**src/rtl/down_timer_pkg.sv**
```systemverilog
// down_timer_pkg
//   Shared definitions for the down_timer block: FSM state encoding and the
//   default parameter values. Benches import this package to compare
//   observed state against the named encodings.
package down_timer_pkg;

    typedef enum logic [1:0] {
        IDLE  = 2'd0,
        RUN   = 2'd1,
        PAUSE = 2'd2,
        DONE  = 2'd3
    } state_t;

    localparam int DEF_WIDTH = 4;
    localparam int DEF_DIV   = 1;

endpackage : down_timer_pkg

```
**src/rtl/down_timer_if.sv**
```systemverilog
// down_timer_if
//   Control/status bundle of the down_timer.
//   master : drives load, load_val, start, stop, auto_reload; observes status
//   slave  : the timer itself; observes control, drives ctr, busy, tc, done
interface down_timer_if #(
    parameter int WIDTH = 4
);
    logic             load;
    logic [WIDTH-1:0] load_val;
    logic             start;
    logic             stop;
    logic             auto_reload;
    logic [WIDTH-1:0] ctr;
    logic             busy;
    logic             tc;
    logic             done;

    modport master (
        output load, load_val, start, stop, auto_reload,
        input  ctr, busy, tc, done
    );

    modport slave (
        input  load, load_val, start, stop, auto_reload,
        output ctr, busy, tc, done
    );
endinterface : down_timer_if

```
**src/rtl/down_timer_tick_gen.sv**
```systemverilog
// tick_gen
//   Prescaler for the down_timer. Counts 0..DIV-1 while en is high and
//   flags the wrap cycle with tick; holds its value while en is low so a
//   paused timer resumes with no lost phase.
//   clk  : clock
//   rst  : synchronous active-high reset (count -> 0)
//   en   : advance the prescaler this cycle
//   clr  : force the count back to 0
//   tick : high in the cycle the count is DIV-1 and en is high
module tick_gen #(
    parameter int DIV = 1
) (
    input  logic clk,
    input  logic rst,
    input  logic en,
    input  logic clr,
    output logic tick
);
    localparam int CW = (DIV > 1) ? $clog2(DIV) : 1;
    localparam logic [CW-1:0] LAST = CW'(DIV - 1);

    logic [CW-1:0] cnt_q;

    always_ff @(posedge clk) begin
        if (rst || clr) begin
            cnt_q <= '0;
        end else if (en) begin
            cnt_q <= (cnt_q == LAST) ? '0 : cnt_q + 1'b1;
        end
    end

    assign tick = en && (cnt_q == LAST);
endmodule : tick_gen

```
**src/rtl/down_timer.sv**
```systemverilog
// down_timer
//   Loadable, pausable down-counter with prescaler, terminal-count pulse and
//   one-shot / periodic modes.
//   clk : clock, all state changes on posedge
//   rst : synchronous active-high reset
//   bus : down_timer_if.slave
//         load/load_val  capture load_val into ctr and reload register
//         start / stop   run-resume-rearm / pause
//         auto_reload    1 = periodic, 0 = one-shot (sampled at zero crossing)
//         ctr            current count
//         busy           high while in RUN
//         tc             one-cycle pulse at zero crossing / reload
//         done           sticky one-shot expiry flag
module down_timer
    import down_timer_pkg::*;
#(
    parameter int WIDTH = DEF_WIDTH,
    parameter int DIV   = DEF_DIV
) (
    input  logic         clk,
    input  logic         rst,
    down_timer_if.slave  bus
);
    state_t           state_q, state_d;
    logic [WIDTH-1:0] ctr_q, ctr_d;
    logic [WIDTH-1:0] reload_q, reload_d;
    logic             done_q, done_d;
    logic             tc_q, tc_d;
    logic             busy_q;
    logic             run_en;
    logic             tick;

    // Prescaler only advances on RUN cycles not overridden by load or stop,
    // so a stop on the crossing edge also freezes the prescaler phase.
    assign run_en = (state_q == RUN) && !bus.load && !bus.stop;

    tick_gen #(
        .DIV (DIV)
    ) u_tick_gen (
        .clk  (clk),
        .rst  (rst),
        .en   (run_en),
        .clr  (bus.load),
        .tick (tick)
    );

    always_comb begin
        state_d  = state_q;
        ctr_d    = ctr_q;
        reload_d = reload_q;
        done_d   = done_q;
        tc_d     = 1'b0;

        if (bus.load) begin
            ctr_d    = bus.load_val;
            reload_d = bus.load_val;
            done_d   = 1'b0;
            state_d  = IDLE;
        end else begin
            case (state_q)
                IDLE: begin
                    if (!bus.stop && bus.start && ctr_q != '0) begin
                        state_d = RUN;
                    end
                end
                RUN: begin
                    if (bus.stop) begin
                        state_d = PAUSE;
                    end else if (tick) begin
                        // ctr==0 cannot occur in RUN; treating it as a
                        // crossing keeps the counter from ever wrapping.
                        if (ctr_q <= WIDTH'(1)) begin
                            tc_d = 1'b1;
                            if (bus.auto_reload && reload_q != '0) begin
                                ctr_d = reload_q;
                            end else begin
                                ctr_d   = '0;
                                done_d  = 1'b1;
                                state_d = DONE;
                            end
                        end else begin
                            ctr_d = ctr_q - 1'b1;
                        end
                    end
                end
                PAUSE: begin
                    if (!bus.stop && bus.start) begin
                        state_d = RUN;
                    end
                end
                DONE: begin
                    if (!bus.stop && bus.start && reload_q != '0) begin
                        ctr_d   = reload_q;
                        done_d  = 1'b0;
                        state_d = RUN;
                    end
                end
            endcase
        end
    end

    always_ff @(posedge clk) begin
        if (rst) begin
            state_q  <= IDLE;
            ctr_q    <= '0;
            reload_q <= '0;
            done_q   <= 1'b0;
            tc_q     <= 1'b0;
            busy_q   <= 1'b0;
        end else begin
            state_q  <= state_d;
            ctr_q    <= ctr_d;
            reload_q <= reload_d;
            done_q   <= done_d;
            tc_q     <= tc_d;
            busy_q   <= (state_d == RUN);
        end
    end

    assign bus.ctr  = ctr_q;
    assign bus.busy = busy_q;
    assign bus.tc   = tc_q;
    assign bus.done = done_q;
endmodule : down_timer
```
**src/flat_wrapper.sv**
```systemverilog
// flat-port wrapper written by rule: the top's interface ports become plain ports
module down_timer_flat import down_timer_pkg::*;
#(
    parameter int WIDTH = DEF_WIDTH,
    parameter int DIV   = DEF_DIV
)
  (clk, rst, bus_load, bus_load_val, bus_start, bus_stop, bus_auto_reload, bus_ctr, bus_busy, bus_tc, bus_done);
  down_timer_if #(.WIDTH(WIDTH)) bus_i ();
  input  logic clk;
  input  logic rst;
  input wire logic [$bits(bus_i.load)-1:0] bus_load;
  input wire logic [$bits(bus_i.load_val)-1:0] bus_load_val;
  input wire logic [$bits(bus_i.start)-1:0] bus_start;
  input wire logic [$bits(bus_i.stop)-1:0] bus_stop;
  input wire logic [$bits(bus_i.auto_reload)-1:0] bus_auto_reload;
  output wire logic [$bits(bus_i.ctr)-1:0] bus_ctr;
  output wire logic [$bits(bus_i.busy)-1:0] bus_busy;
  output wire logic [$bits(bus_i.tc)-1:0] bus_tc;
  output wire logic [$bits(bus_i.done)-1:0] bus_done;
  assign bus_i.load = bus_load;
  assign bus_i.load_val = bus_load_val;
  assign bus_i.start = bus_start;
  assign bus_i.stop = bus_stop;
  assign bus_i.auto_reload = bus_auto_reload;
  assign bus_ctr = bus_i.ctr;
  assign bus_busy = bus_i.busy;
  assign bus_tc = bus_i.tc;
  assign bus_done = bus_i.done;
  down_timer #(.WIDTH(WIDTH), .DIV(DIV)) u_core (.clk(clk), .rst(rst), .bus(bus_i));
endmodule
```
**config.mk**
```make
export PLATFORM = sky130hd
export DESIGN_NAME = down_timer_flat
export DESIGN_NICKNAME = d
export VERILOG_FILES = /design/src/rtl/down_timer_pkg.sv /design/src/rtl/down_timer_if.sv /design/src/rtl/down_timer_tick_gen.sv /design/src/rtl/down_timer.sv /design/src/flat_wrapper.sv
export SDC_FILE = /design/constraint.sdc
export NUM_CORES = 1
export LEC_CHECK = 0
export ABC_AREA = 1
export CAP_MARGIN = 20
export CORE_MARGIN = 4
export CORE_UTILIZATION = 48
export CTS_BUF_LIST = sky130_fd_sc_hd__clkbuf_16
export DETAILED_ROUTE_END_ITERATION = 7
export PLACE_DENSITY = 0.77
export SYNTH_ARGS = -nofsm -noshare
export SYNTH_HDL_FRONTEND = slang
export SYNTH_HIERARCHICAL = 1
export SYNTH_SLANG_ARGS = --single-unit
```
**constraint.sdc**
```tcl
create_clock -name clk -period 1.9 [get_ports clk]
set_input_delay 0.38 -clock clk [delete_from_list [all_inputs] [get_ports clk]]
set_output_delay 0.38 -clock clk [all_outputs]
set_load 0.01 [all_outputs]
```
==> results.json, run 1 <==
{
  "outcome": "completed",
  "grt_pass1_wl_mm": 2.82,
  "initialDrtViolationCount": 28,
  "cp.arrival_ns": 1.24,
  "cts-root-buf": "clkbuf_16",
  "routabilityCongestion": 0.810,
  "antenna_left": 0,
  "clockBufferDepth": 2,
  "p_seq_share_pct": 35.6,
  "nFillCells": 130,
  "vias": 795,
  "cpMaxStageDelayCell": "clkdlybuf4s50_1",
  "syn_avg_cell_area_um2": 6.41,
  "fin_worst_skew_ns": 0.00331,
  "report.power.total_uw": 843,
  "required_ns": 1.52,
  "synth.top_cells.by_area": "dfxtp_1 (34%), nand2_1 (15%), nor2_1 (11%), inv_1 (4.9%), a21oi_1 (4.6%)",
  "core_area_um2": 1510,
  "crit_buf_inv": 1,
  "nets": 151,
  "design_area_um2": 1020,
  "min_period_over_period_pct": 85.3,
  "grt.total_usage_pct": 17.9,
  "cts.clk_slew.worst_paths_ns": 0.05,
  "post_cts_buffers": 0,
  "period_minus_slack_ns": 1.62,
  "cts-buffers-inserted": 3,
  "pwr-share-clk_pct": 46.1,
  "chipHeight_um": 47.9,
  "htree_levels": 1,
  "synth_nets": 131,
  "final-max-slew-violation-count": 0,
  "drive_gt1_share_pct": 13.0,
  "synth_warnings": 6,
  "wl_mm": 1.74,
  "netlist.area_leader.share_pct": 34.1,
  "critPathKind": "reg -> out",
  "cts_hold_buf": 0,
  "end_kind": "output port",
  "io_buffers": 16,
  "drcViolationCount": 0,
  "critPathTopFamily": "buffers and inverters",
  "ir_worst_vdd_mv": 0.529,
  "final-setup-viol-count": 0,
  "pin_count": 17,
  "grt_use_met3_pct": 4.51,
  "final_util_pct": 67.6,
  "clkSinkCount": 13,
  "worstHoldStart": "u_core/bus.done",
  "final_hold_viol_count": 0,
  "dp.final_hpwl_mm": 1.32,
  "critPathLaunchType": "flip-flop",
  "synthesis.area_um2": 763,
  "slowest_delay_ns": 0.57,
  "max_freq_mhz": 617,
  "cts_tree": "done",
  "rsz0062_at_grt": "no",
  "final_cell_mix": "nand2_1 (31), nor2_1 (22), clkdlybuf4s50_1 (16)",
  "maxSlewHeadroom_pct": 81.4,
  "fp.dieW_um": 47.9,
  "overflow": 0,
  "internal-power_uw": 633,
  "diodes": 0,
  "ys_types": 21,
  "final_common_cell": "nand2_1",
  "p_switching_uw": 210,
  "start_util_pct": 50.7,
  "die_area_um2": 2290,
  "p_leak_nw": 0.472,
  "grt_pass1_vias": 674,
  "worstHoldPathType": "reg -> reg",
  "placed_cell_area_um2": 940,
  "grt_max_degree": 11,
  "cap_violations": 0,
  "seq_area_frac_synth_pct": 34.1,
  "via_per_inst": 5.16,
  "startpoint": "u_core/bus.ctr[2]",
  "crit_chain": "clkdlybuf4s50_1",
  "synthCells": 119,
  "antenna_found_initial": 0,
  "top_usage_layer": "met2",
  "cts_resized": 0,
  "swShare_pct": 24.9,
  "grt_util_met2_pct": 26.9,
  "clk_latency_ns": 0.24,
  "timing.rr.start": "u_core/bus.ctr[0]",
  "rows": 14,
  "syn_to_final_growth_pct": 33.4,
  "worstMarginPinSlew_ns": 0.277,
  "post_drt_wl_per_cell_um": 11.3,
  "drtPass1Iterations": 4,
  "grtUsageMet1_pct": 23.8,
  "critPathMaxFanout": 6,
  "p_per_area_nw_per_um2": 828,
  "ys_ff_latch": 13,
  "fin_setup_tns_ns": 0,
  "synth_largest_area_cell": "dfxtp_1",
  "p_comb_share_pct": 18.3
}
## power groups by stage
| stage | registers [mW] | clock network [mW] | logic, mW |
|---|---|---|---|
| 3_5_place_dp | 0.305 | 0 | 0.153 |
| 2_1_floorplan | 0.306 | 0 | 0.0950 |
| 5_1_grt | 0.302 | 0.412 | 0.174 |
| 6_report | 0.300 | 0.389 | 0.154 |
| 4_1_cts | 0.300 | 0.396 | 0.155 |
| 3_3_place_gp | 0.304 | 0 | 0.150 |
## metal layers
metal	part of all wire (%)	vias to the layer above
met4	0.69	0
met2	46	33
met3	7.8	2
met1	46	341
met5	0	-
li1	-	419
## stage by stage
step / setup slack (ns) / instances / hold slack (ns)
2_1_floorplan: 0.507 / 119 / 0.462
3_3_place_gp: 0.164 / 150 / 0.475
3_5_place_dp: 0.140 / 150 / 0.476
4_1_cts: 0.266 / 154 / 0.486
5_1_grt: 0.224 / 154 / 0.526
6_report: 0.280 / 154 / 0.486
## state kept, by name, summed over array words and instances (netlist names)
| register | cells |
|---|---|
| u_core/state_q | 2 |
| u_core/bus.ctr | 4 |
| u_core/bus.busy | 1 |
| u_core/bus.tc | 1 |
| u_core/bus.done | 1 |
| u_core/reload_q | 4 |
## cell usage after synthesis, drive strengths merged
cell    instances
nand4           4
a21oi           7
o21ai           5
nor4            1
nor3            2
inv            14
clkbuf          1
dfxtp          13
nand2          35
nor2           25
ha              2
nand3           7
buf             2
nand3b          1
## path summary, 6_finish.rpt
path / end / slack (ns) / depth (start not counted)
setup / recovery: bus_ctr[2] / 0.28 / 1
hold / removal: u_core/bus.done / 0.49 / 2
setup reg to reg: u_core/bus.ctr[3] / 0.36 / 10
hold reg to reg: u_core/bus.done / 0.49 / 2
## layout make-up
class,count,area [um^2],area share (%)
inverters,14,55.1,5.41
clock inverters,1,3.75,0.369
clock buffers,3,75.1,7.37
repair buffers,18,175,17.2
flip-flops and latches,13,260,25.6
well taps,16,20.0,1.97
multi-input cells,89,429,42.1
## cell families after synthesis
family,Yosys count,synth area share (%)
AO/OA/AOI/OAI,12,7.87
AND/OR/NAND/NOR,75,45.1
flip-flops,13,34.1
buffers and inverters,17,9.67
adder cells (fa/ha/maj),2,3.28
(Power assumes the default switching activity.)
==> run 2: changes to the inputs <==
CORE_ASPECT_RATIO = 0.8   (was not set)
CORE_UTILIZATION = 45   (was 48)
HOLD_SLACK_MARGIN = 0.02   (was not set)
PLACE_DENSITY = 0.73   (was 0.77)
==> run 2 against run 1 <==
Register-to-register slack barely moved. Hold slack got worse by 0.011 ns. First-iteration DRC count fell by 18%. Count of clock-buffer cells in the layout did not move. Sequential share of layout area fell by 0.22 points. Cell area rose by 0.86%. Clock power rose by 4%. Power rose by 1.9%. Cell count rose by 3.9%. Critical path depth did not move. Clock skew fell by 0.0027 ns. Combinational power barely moved. Critical path type unchanged.
==> results.json, run 2 (same netlist as run 1, synthesis figures left out) <==
{
  "outcome": "completed",
  "nets": 151,
  "grt_max_degree": 11,
  "crit_buf_inv": 1,
  "p_leak_nw": 0.471,
  "grt.total_usage_pct": 17.5,
  "clk_latency_ns": 0.24,
  "grt_pass1_vias": 708,
  "design_area_um2": 1030,
  "period_minus_slack_ns": 1.65,
  "cts_hold_buf": 0,
  "die_area_um2": 2420,
  "cts_resized": 0,
  "cpMaxStageDelayCell": "clkdlybuf4s50_1",
  "diodes": 0,
  "nFillCells": 142,
  "dp.final_hpwl_mm": 1.38,
  "htree_levels": 1,
  "io_buffers": 16,
  "worstMarginPinSlew_ns": 0.339,
  "placed_cell_area_um2": 947,
  "cap_violations": 0,
  "critPathMaxFanout": 6,
  "grt_pass1_wl_mm": 3.01,
  "initialDrtViolationCount": 23,
  "timing.rr.start": "u_core/bus.ctr[0]",
  "final_hold_viol_count": 0,
  "fp.dieW_um": 54.0,
  "rows": 13,
  "cts-buffers-inserted": 3,
  "via_per_inst": 5.14,
  "worstSetupPathDepth": 1,
  "drcViolationCount": 0,
  "vias": 822,
  "cts.clk_slew.worst_paths_ns": 0.05,
  "final-setup-viol-count": 0,
  "max_freq_mhz": 606,
  "routabilityCongestion": 0.933,
  "chipHeight_um": 44.8,
  "critPathLaunchType": "flip-flop",
  "fin_setup_tns_ns": 0,
  "required_ns": 1.52,
  "end_kind": "output port",
  "r2r_cells": 10,
  "timing.reg2reg.setup_slack_ns": 0.37,
  "post_drt_wl_per_cell_um": 11.4,
  "fin_worst_skew_ns": 0.000580,
  "startpoint": "u_core/bus.ctr[2]",
  "final-max-slew-violation-count": 0,
  "antenna_left": 0,
  "cts-root-buf": "clkbuf_16",
  "min_period_over_period_pct": 86.9,
  "drive_gt1_share_pct": 13.8,
  "critPathTopFamily": "buffers and inverters",
  "core_area_um2": 1610,
  "start_util_pct": 47.4,
  "ir_worst_vdd_mv": 0.750,
  "syn_to_final_growth_pct": 34.6,
  "worstHoldPathType": "reg -> reg",
  "endpoint": "bus_ctr[2]",
  "pin_count": 17,
  "cts_tree": "done",
  "final_common_cell": "nand2_1",
  "wl_mm": 1.82,
  "cp.arrival_ns": 1.27,
  "antenna_found_initial": 0,
  "critPathKind": "reg -> out",
  "maxSlewHeadroom_pct": 77.3,
  "overflow": 0,
  "slowest_delay_ns": 0.58,
  "crit_chain": "clkdlybuf4s50_1",
  "p_per_area_nw_per_um2": 836,
  "rsz0062_at_grt": "no",
  "clockBufferDepth": 2,
  "worstReg2RegEnd": "u_core/bus.ctr[2]",
  "final_cell_mix": "nand2_1 (31), nor2_1 (22), clkdlybuf4s50_1 (16)",
  "clkSinkCount": 13,
  "post_cts_buffers": 0,
  "drtPass1Iterations": 4
}
==> run 2: cell count changes in the layout (fill, tap and decap cells not counted), sizes merged <==
cell	delta
clkinv	+1
inv	-1
==> run 2: routing by layer <==
metal | up-vias | track usage, % | wire (um)
met3 | 2 | 7.26 | 116
met1 | 380 | 24.8 | 894
met4 | 0 | 5.97 | 12
met2 | 25 | 23.7 | 798
met5 | - | 0 | 0
li1 | 415 | - | -
==> run 2: area by class of cell <==
class / instances / area [um^2] / area share, %
repair buffers: 18 / 175 / 17.1
flip-flops and latches: 13 / 260 / 25.3
inverters: 14 / 55.1 / 5.36
clock buffers: 3 / 75.1 / 7.31
well taps: 22 / 27.5 / 2.68
clock inverters: 1 / 5.00 / 0.487
multi-input cells: 89 / 429 / 41.8
==> run 2: power by group <==
group | leakage [nW] | total, mW | switching [mW] | internal [mW]
Clock | 0.0409 | 0.403 | 0.123 | 0.280
Combinational | 0.323 | 0.156 | 0.0870 | 0.0686
Sequential | 0.107 | 0.300 | 0.0129 | 0.287
==> run 2: metrics by stage <==
step | cells | power, mW | hold slack [ns] | worst slack (ns) | util, %
after floorplan | 119 | 0.401 | 0.462 | 0.507 | -
after global placement | 156 | 0.456 | 0.458 | 0.128 | 58.8
after detailed placement | 156 | 0.458 | 0.466 | 0.133 | 58.8
after CTS | 160 | 0.863 | 0.478 | 0.251 | 63.8
after global routing | 160 | 0.904 | 0.501 | 0.166 | 63.8
final | 160 | 0.859 | 0.475 | 0.249 | 63.8
==> run 2: how the worst min path moves through the flow <==
| stage | startpoint | to | slack (ns) | cells after the start |
|---|---|---|---|---|
| global placement | u_core/bus.done | u_core/bus.done | 0.46 | 2 |
| CTS | u_core/bus.done | u_core/bus.done | 0.48 | 2 |
| finish | u_core/bus.done | u_core/bus.done | 0.48 | 2 |
| floorplan | u_core/reload_q[2] | u_core/reload_q[2] | 0.46 | 2 |
| detailed placement | u_core/bus.done | u_core/bus.done | 0.47 | 2 |
| global route | u_core/bus.done | u_core/bus.done | 0.50 | 2 |
